**config.mk**
```make
export PLATFORM = sky130hd
export DESIGN_NAME = mult_div_sequencer
export DESIGN_NICKNAME = d
export VERILOG_FILES = /design/src/rtl/mult_div_sequencer.sv
export SDC_FILE = /design/constraint.sdc
export NUM_CORES = 1
export LEC_CHECK = 0
export ABC_AREA = 0
export CORE_MARGIN = 1
export CORE_UTILIZATION = 54
export DETAILED_ROUTE_END_ITERATION = 12
export GPL_TIMING_DRIVEN = 1
export HOLD_SLACK_MARGIN = 0.02
export PLACE_DENSITY = 0.85
export SLEW_MARGIN = 20
export SYNTH_ARGS = -nofsm -noshare
export SYNTH_HDL_FRONTEND = slang
export SYNTH_SLANG_ARGS = --single-unit
```
**constraint.sdc**
```tcl
create_clock -name clk -period 3.7 [get_ports clk]
set_input_delay 0.555 -clock clk [delete_from_list [all_inputs] [get_ports clk]]
set_output_delay 0.555 -clock clk [all_outputs]
set_load 0.02 [all_outputs]
```
**src/rtl/mult_div_sequencer.sv**
```systemverilog
// Iterative radix-2 multiply/divide engine with its sequencing FSM and the
// architectural HI/LO registers; one operation in flight, restartable and flushable.
module mult_div_sequencer #(
    parameter int unsigned WIDTH = 32,
    parameter int unsigned CNT_W = 6
) (
    input  logic             clk,
    input  logic             rst_n,
    input  logic             start_i,
    input  logic             flush_i,
    input  logic [WIDTH-1:0] op_a_i,
    input  logic [WIDTH-1:0] op_b_i,
    input  logic             op_mult_i,
    input  logic             op_signed_i,
    output logic             busy_o,
    output logic             done_o,
    output logic             div_zero_o,
    output logic [WIDTH-1:0] hi_o,
    output logic [WIDTH-1:0] lo_o
);

    typedef enum logic [2:0] {
        S_IDLE,
        S_PREP,
        S_ITER,
        S_FIX,
        S_DONE
    } state_e;

    state_e             state_q, state_d;
    logic [CNT_W-1:0]   cnt_q, cnt_d;
    logic [WIDTH-1:0]   a_q, a_d, b_q, b_d;
    logic               mult_q, mult_d, signed_q, signed_d;
    logic               sign_a_q, sign_a_d, sign_b_q, sign_b_d;
    logic [WIDTH-1:0]   md_q, md_d;     // multiplicand / divisor magnitude
    logic [WIDTH-1:0]   mq_q, mq_d;     // multiplier / quotient shift register
    logic [WIDTH:0]     acc_q, acc_d;   // product upper half / partial remainder
    logic               busy_q, busy_d, done_q, done_d, dz_q, dz_d;
    logic [WIDTH-1:0]   hi_q, hi_d, lo_q, lo_d;

    logic [WIDTH-1:0]   mag_a, mag_b;
    logic [WIDTH:0]     add_sum, div_shift, div_trial;
    logic [2*WIDTH-1:0] prod, prod_fix;
    logic [WIDTH-1:0]   quot_fix, rem_fix;

    // Datapath helpers shared by the PREP, ITER and FIX steps
    always_comb begin
        mag_a     = (signed_q && a_q[WIDTH-1]) ? WIDTH'(-a_q) : a_q;
        mag_b     = (signed_q && b_q[WIDTH-1]) ? WIDTH'(-b_q) : b_q;
        add_sum   = acc_q + (mq_q[0] ? {1'b0, md_q} : (WIDTH+1)'(0));
        div_shift = {acc_q[WIDTH-1:0], mq_q[WIDTH-1]};
        div_trial = div_shift - {1'b0, md_q};
        prod      = {acc_q[WIDTH-1:0], mq_q};
        prod_fix  = (signed_q && (sign_a_q ^ sign_b_q)) ? (2*WIDTH)'(-prod) : prod;
        quot_fix  = (signed_q && (sign_a_q ^ sign_b_q)) ? WIDTH'(-mq_q) : mq_q;
        rem_fix   = (signed_q && sign_a_q) ? WIDTH'(-acc_q[WIDTH-1:0]) : acc_q[WIDTH-1:0];
    end

    always_comb begin
        state_d  = state_q;
        cnt_d    = cnt_q;
        a_d      = a_q;
        b_d      = b_q;
        mult_d   = mult_q;
        signed_d = signed_q;
        sign_a_d = sign_a_q;
        sign_b_d = sign_b_q;
        md_d     = md_q;
        mq_d     = mq_q;
        acc_d    = acc_q;
        hi_d     = hi_q;
        lo_d     = lo_q;

        if (flush_i) begin
            state_d = S_IDLE;
        end else if (start_i) begin
            // New start always wins over whatever is in flight
            state_d  = S_PREP;
            a_d      = op_a_i;
            b_d      = op_b_i;
            mult_d   = op_mult_i;
            signed_d = op_signed_i;
        end else begin
            unique case (state_q)
                S_IDLE: state_d = S_IDLE;
                S_PREP: begin
                    sign_a_d = signed_q & a_q[WIDTH-1];
                    sign_b_d = signed_q & b_q[WIDTH-1];
                    md_d     = mult_q ? mag_a : mag_b;
                    mq_d     = mult_q ? mag_b : mag_a;
                    acc_d    = '0;
                    cnt_d    = '0;
                    state_d  = S_ITER;
                end
                S_ITER: begin
                    if (mult_q) begin
                        acc_d = {1'b0, add_sum[WIDTH:1]};
                        mq_d  = {add_sum[0], mq_q[WIDTH-1:1]};
                    end else if (!div_trial[WIDTH]) begin
                        acc_d = div_trial;
                        mq_d  = {mq_q[WIDTH-2:0], 1'b1};
                    end else begin
                        acc_d = div_shift;
                        mq_d  = {mq_q[WIDTH-2:0], 1'b0};
                    end
                    cnt_d = cnt_q + CNT_W'(1);
                    if (cnt_q == CNT_W'(WIDTH-1)) state_d = S_FIX;
                end
                S_FIX: begin
                    hi_d    = mult_q ? prod_fix[2*WIDTH-1:WIDTH] : rem_fix;
                    lo_d    = mult_q ? prod_fix[WIDTH-1:0] : quot_fix;
                    state_d = S_DONE;
                end
                S_DONE:  state_d = S_IDLE;
                default: state_d = S_IDLE;
            endcase
        end

        busy_d = (state_d == S_PREP) || (state_d == S_ITER) || (state_d == S_FIX);
        done_d = (state_d == S_DONE);
        dz_d   = (state_d == S_DONE) && !mult_q && (b_q == '0);
    end

    always_ff @(posedge clk or negedge rst_n) begin
        if (!rst_n) begin
            state_q  <= S_IDLE;
            cnt_q    <= '0;
            a_q      <= '0;
            b_q      <= '0;
            mult_q   <= 1'b0;
            signed_q <= 1'b0;
            sign_a_q <= 1'b0;
            sign_b_q <= 1'b0;
            md_q     <= '0;
            mq_q     <= '0;
            acc_q    <= '0;
            busy_q   <= 1'b0;
            done_q   <= 1'b0;
            dz_q     <= 1'b0;
            hi_q     <= '0;
            lo_q     <= '0;
        end else begin
            state_q  <= state_d;
            cnt_q    <= cnt_d;
            a_q      <= a_d;
            b_q      <= b_d;
            mult_q   <= mult_d;
            signed_q <= signed_d;
            sign_a_q <= sign_a_d;
            sign_b_q <= sign_b_d;
            md_q     <= md_d;
            mq_q     <= mq_d;
            acc_q    <= acc_d;
            busy_q   <= busy_d;
            done_q   <= done_d;
            dz_q     <= dz_d;
            hi_q     <= hi_d;
            lo_q     <= lo_d;
        end
    end

    assign busy_o     = busy_q;
    assign done_o     = done_q;
    assign div_zero_o = dz_q;
    assign hi_o       = hi_q;
    assign lo_o       = lo_q;

endmodule

```
==> impl_metrics.env <==
export IMPL_outcome="finished with violations"
export IMPL_violations="negative hold slack"
export IMPL_relSlewSlack_pct=32.6
export IMPL_drive_gt1_share_pct=13.4
export IMPL_layoutNonFillerInstCount=2615
export IMPL_synth_simple_area_share_pct=17.5
export IMPL_cts_clk_slew_worst_paths_ns=0.06
export IMPL_yosysUniqueCellTypes=72
export IMPL_synth_area_sq_um=16800
export IMPL_num_vias=16500
export IMPL_criticalPathCategory="reg -> reg"
export IMPL_grt_max_degree=104
export IMPL_tightestPinTransition_ns=1.01
export IMPL_first_pass_iters=6
export IMPL_fmax_mhz=277
export IMPL_grt_use_total_pct=34.4
export IMPL_hold_class="in -> async"
export IMPL_clock_latency_ns=0.60
export IMPL_avgSynthCellArea_sq_um=8.43
export IMPL_wirelength_microns=54100
export IMPL_root_buffer="clkbuf_16"
export IMPL_die_area_sq_um=31900
export IMPL_portBuffers=136
export IMPL_synth_xor_area_share_pct=9.10
export IMPL_grt_antenna_before_repair=0
export IMPL_ir_drop_mv=0.417
export IMPL_num_rows=64
export IMPL_grt_busiest_layer="met2"
export IMPL_drv_slew=0
export IMPL_drt_iter0_drc=1815
export IMPL_synthAdderAreaFrac_pct=5.51
export IMPL_synth_compound_area_share_pct=21.4
export IMPL_wl_per_cell_microns=20.7
export IMPL_tns_ns=0
export IMPL_critPathLaunchType="flip-flop"
export IMPL_synth_seq_cells=241
export IMPL_cts_htree_levels=1
export IMPL_end_kind="flip-flop"
export IMPL_ys_top_cells_by_count="nand2_1 (260), dfrtp_1 (241), o21ai_0 (215), nor2_1 (168), a21oi_1 (142)"
export IMPL_fin_crit_sh_pct=97.6
export IMPL_vias_per_cell=6.30
export IMPL_grt_use_met2_pct=55.1
export IMPL_synth_most_common_cell="nand2_1"
export IMPL_n_antenna_cell=0
export IMPL_grt_pass1_vias=15800
export IMPL_synth_warnings=0
export IMPL_final_core_util_pct=67.1
export IMPL_finalSetupViolations=0
export IMPL_grt_pass1_wl_microns=85300
export IMPL_netlist_area_leader_share_pct=35.8
export IMPL_synth_ff_type="dfrtp_1"
export IMPL_use_met3_pct=5.99
export IMPL_yosys_top_cells_area="dfrtp_1 (36%), o21ai_0 (6.4%), nand2_1 (5.8%)"
export IMPL_fp_dieW_microns=179
export IMPL_synthMuxAreaShare_pct=6.53
export IMPL_post_dp_hpwl_microns=40500
export IMPL_ctsLongestPathBuffers=3
export IMPL_floorplan_initialDensity_pct=54.9
export IMPL_grt_setup_unrepaired="true"
export IMPL_synth_top_family_by_area="compound AO/OA/AOI/OAI gates"
export IMPL_p_per_area_nw_per_um2=555
export IMPL_fin_crit_ns=3.61
export IMPL_cp_max_fo=7
export IMPL_place_congestion=0.990
export IMPL_crit_required_ns=4.14
export IMPL_grt_overflow=0
export IMPL_core_sq_um=30700
export IMPL_dp_cells=2553
export IMPL_met1_usage_pct=45.5
export IMPL_synth_top_cell_by_area="dfrtp_1"
export IMPL_ys_seq_area_share_pct=35.8
export IMPL_nets=2341
export IMPL_cts_num_sinks=241
export IMPL_die_h_microns=179
export IMPL_drtAntennaViolNets=0
export IMPL_skew_ns=0.0561
export IMPL_syn_inst=1998
export IMPL_cts_hold_buffers=0
export IMPL_drc=0
export IMPL_io_pins=137
export IMPL_cts_tree="done"
export IMPL_drv_cap=0
export IMPL_cts_made_buffers=28
export IMPL_async_flop_share_pct=100
export IMPL_leakagePower_nw=9.11
export IMPL_finalHoldViolCount=6
export IMPL_syn_num_nets=2141
export IMPL_area_delta_synth_final_pct=22.3
export IMPL_hold_ws_ns=-0.00396
export IMPL_arrival_ns=4.05
export IMPL_synth_edff_count=0
==> registers in the layout, summed over array words and instances (netlist names) <==
name        flops
lo_o           32
busy_o          1
done_o          1
signed_q        1
div_zero_o      1
b_q            32
mq_q           32
mult_q          1
acc_q          33
hi_o           32
md_q           32
a_q            32
sign_a_q        1
state_q         3
sign_b_q        1
cnt_q           6
==> final cells by class <==
cell class,count,area [sq um]
clock inverter,13,230
clock buffer,38,768
tap,396,495
sequential,241,6030
timing repair buffer,285,2560
inverter,70,263
multi-input combinational,1572,10200
fill,2471,10100
==> metal layers <==
| layer | vias to the layer above | routed length, microns |
|---|---|---|
| met5 | - | 0 |
| met4 | 0 | 2400 |
| met3 | 170 | 5060 |
| met2 | 892 | 24700 |
| met1 | 7872 | 22000 |
| li1 | 7551 | - |
==> power breakdown <==
part,internal [mW],leakage [nW],switching (mW)
logic,2.01,5.53,2.78
clock network,1.81,0.474,1.19
registers,3.08,3.11,0.558
==> path summary, 6_finish.rpt <==
| check | startpoint | to | slack (ns) | cells after the start |
|---|---|---|---|---|
| worst max-delay path | md_q[0] | acc_q[14] | 0.09 | 16 |
| worst min-delay path | rst_n | a_q[12] | -0.004 | 1 |
| worst max register to register | md_q[0] | acc_q[14] | 0.09 | 16 |
| worst min register to register | hi_o[13] | hi_o[13] | 0.48 | 2 |
| max in group asynchronous | rst_n | acc_q[25] | 2.60 | 2 |
| min in group clk | hi_o[13] | hi_o[13] | 0.48 | 2 |
==> cells by family (layout without fill, tap and decap cells) <==
kind of cell	after synthesis	count (layout)
and+or+nand+nor	639	639
muxes	102	102
buffers and inverters	185	406
xor gates and xnor gates	175	175
adders and majority gates	73	73
DFF	241	241
AOI/OAI and AO/OA	583	583
==> critical path: stages (launching register included) <==
cell and delay, ns:
dfrtp_1 0.39, ha_2 0.20, fa_2 0.34, nor2b_2 0.14, o21bai_1 0.10, a2111o_1 0.45
and2_4 0.19, o21ai_4 0.16, o211a_1 0.22, nor3_2 0.05, o21bai_2 0.21, ha_4 0.27
buf_2 0.17, buf_4 0.14, a211oi_1 0.18, a21oi_1 0.06, a22o_1 0.19
==> placed cells by master (no fill, tap or decap), drive strengths merged, types with 6 or more instances in the layout <==
master and n:
and3 13, a211oi 21, mux2i 40, xor2 80
o221ai 23, clkbuf 38, or3 17, o22ai 6
nor4 20, a21o 28, clkdlybuf4s50 135, nand4 15
nand2b 18, a21oi 142, o211ai 14, o31ai 19
and2 11, o21bai 10, nand3 22, nor3 39
mux2 62, a221o 6, o21ai 219, o41ai 9
nor3b 6, a211o 7, nor2b 17, dfrtp 241
a22o 11, o21a 7, nand2 260, ha 71
inv 70, buf 150, or4 15, a32o 6
a31oi 16, xnor2 95, nor2 170
==> timing repair <==
item,in CTS,in global routing
pin swaps,5,8
endpoints found under the hold margin,0,0
buffers inserted,7,3
gates cloned,1,0
endpoints found under the setup margin,32,33
resized for setup,8,24
==> through the flow <==
step                      area (sq um)  setup slack, ns  power (mW)
after floorplan                  16800           0.0466        6.46
after global placement           19400          -0.0956        8.11
after detailed placement         19400           -0.209        8.23
after CTS                        20500         -0.00119        11.3
after global routing             20600          -0.0407        12.0
final                            20600           0.0898        11.4
Note: power is estimated with default switching activity, not from simulation.
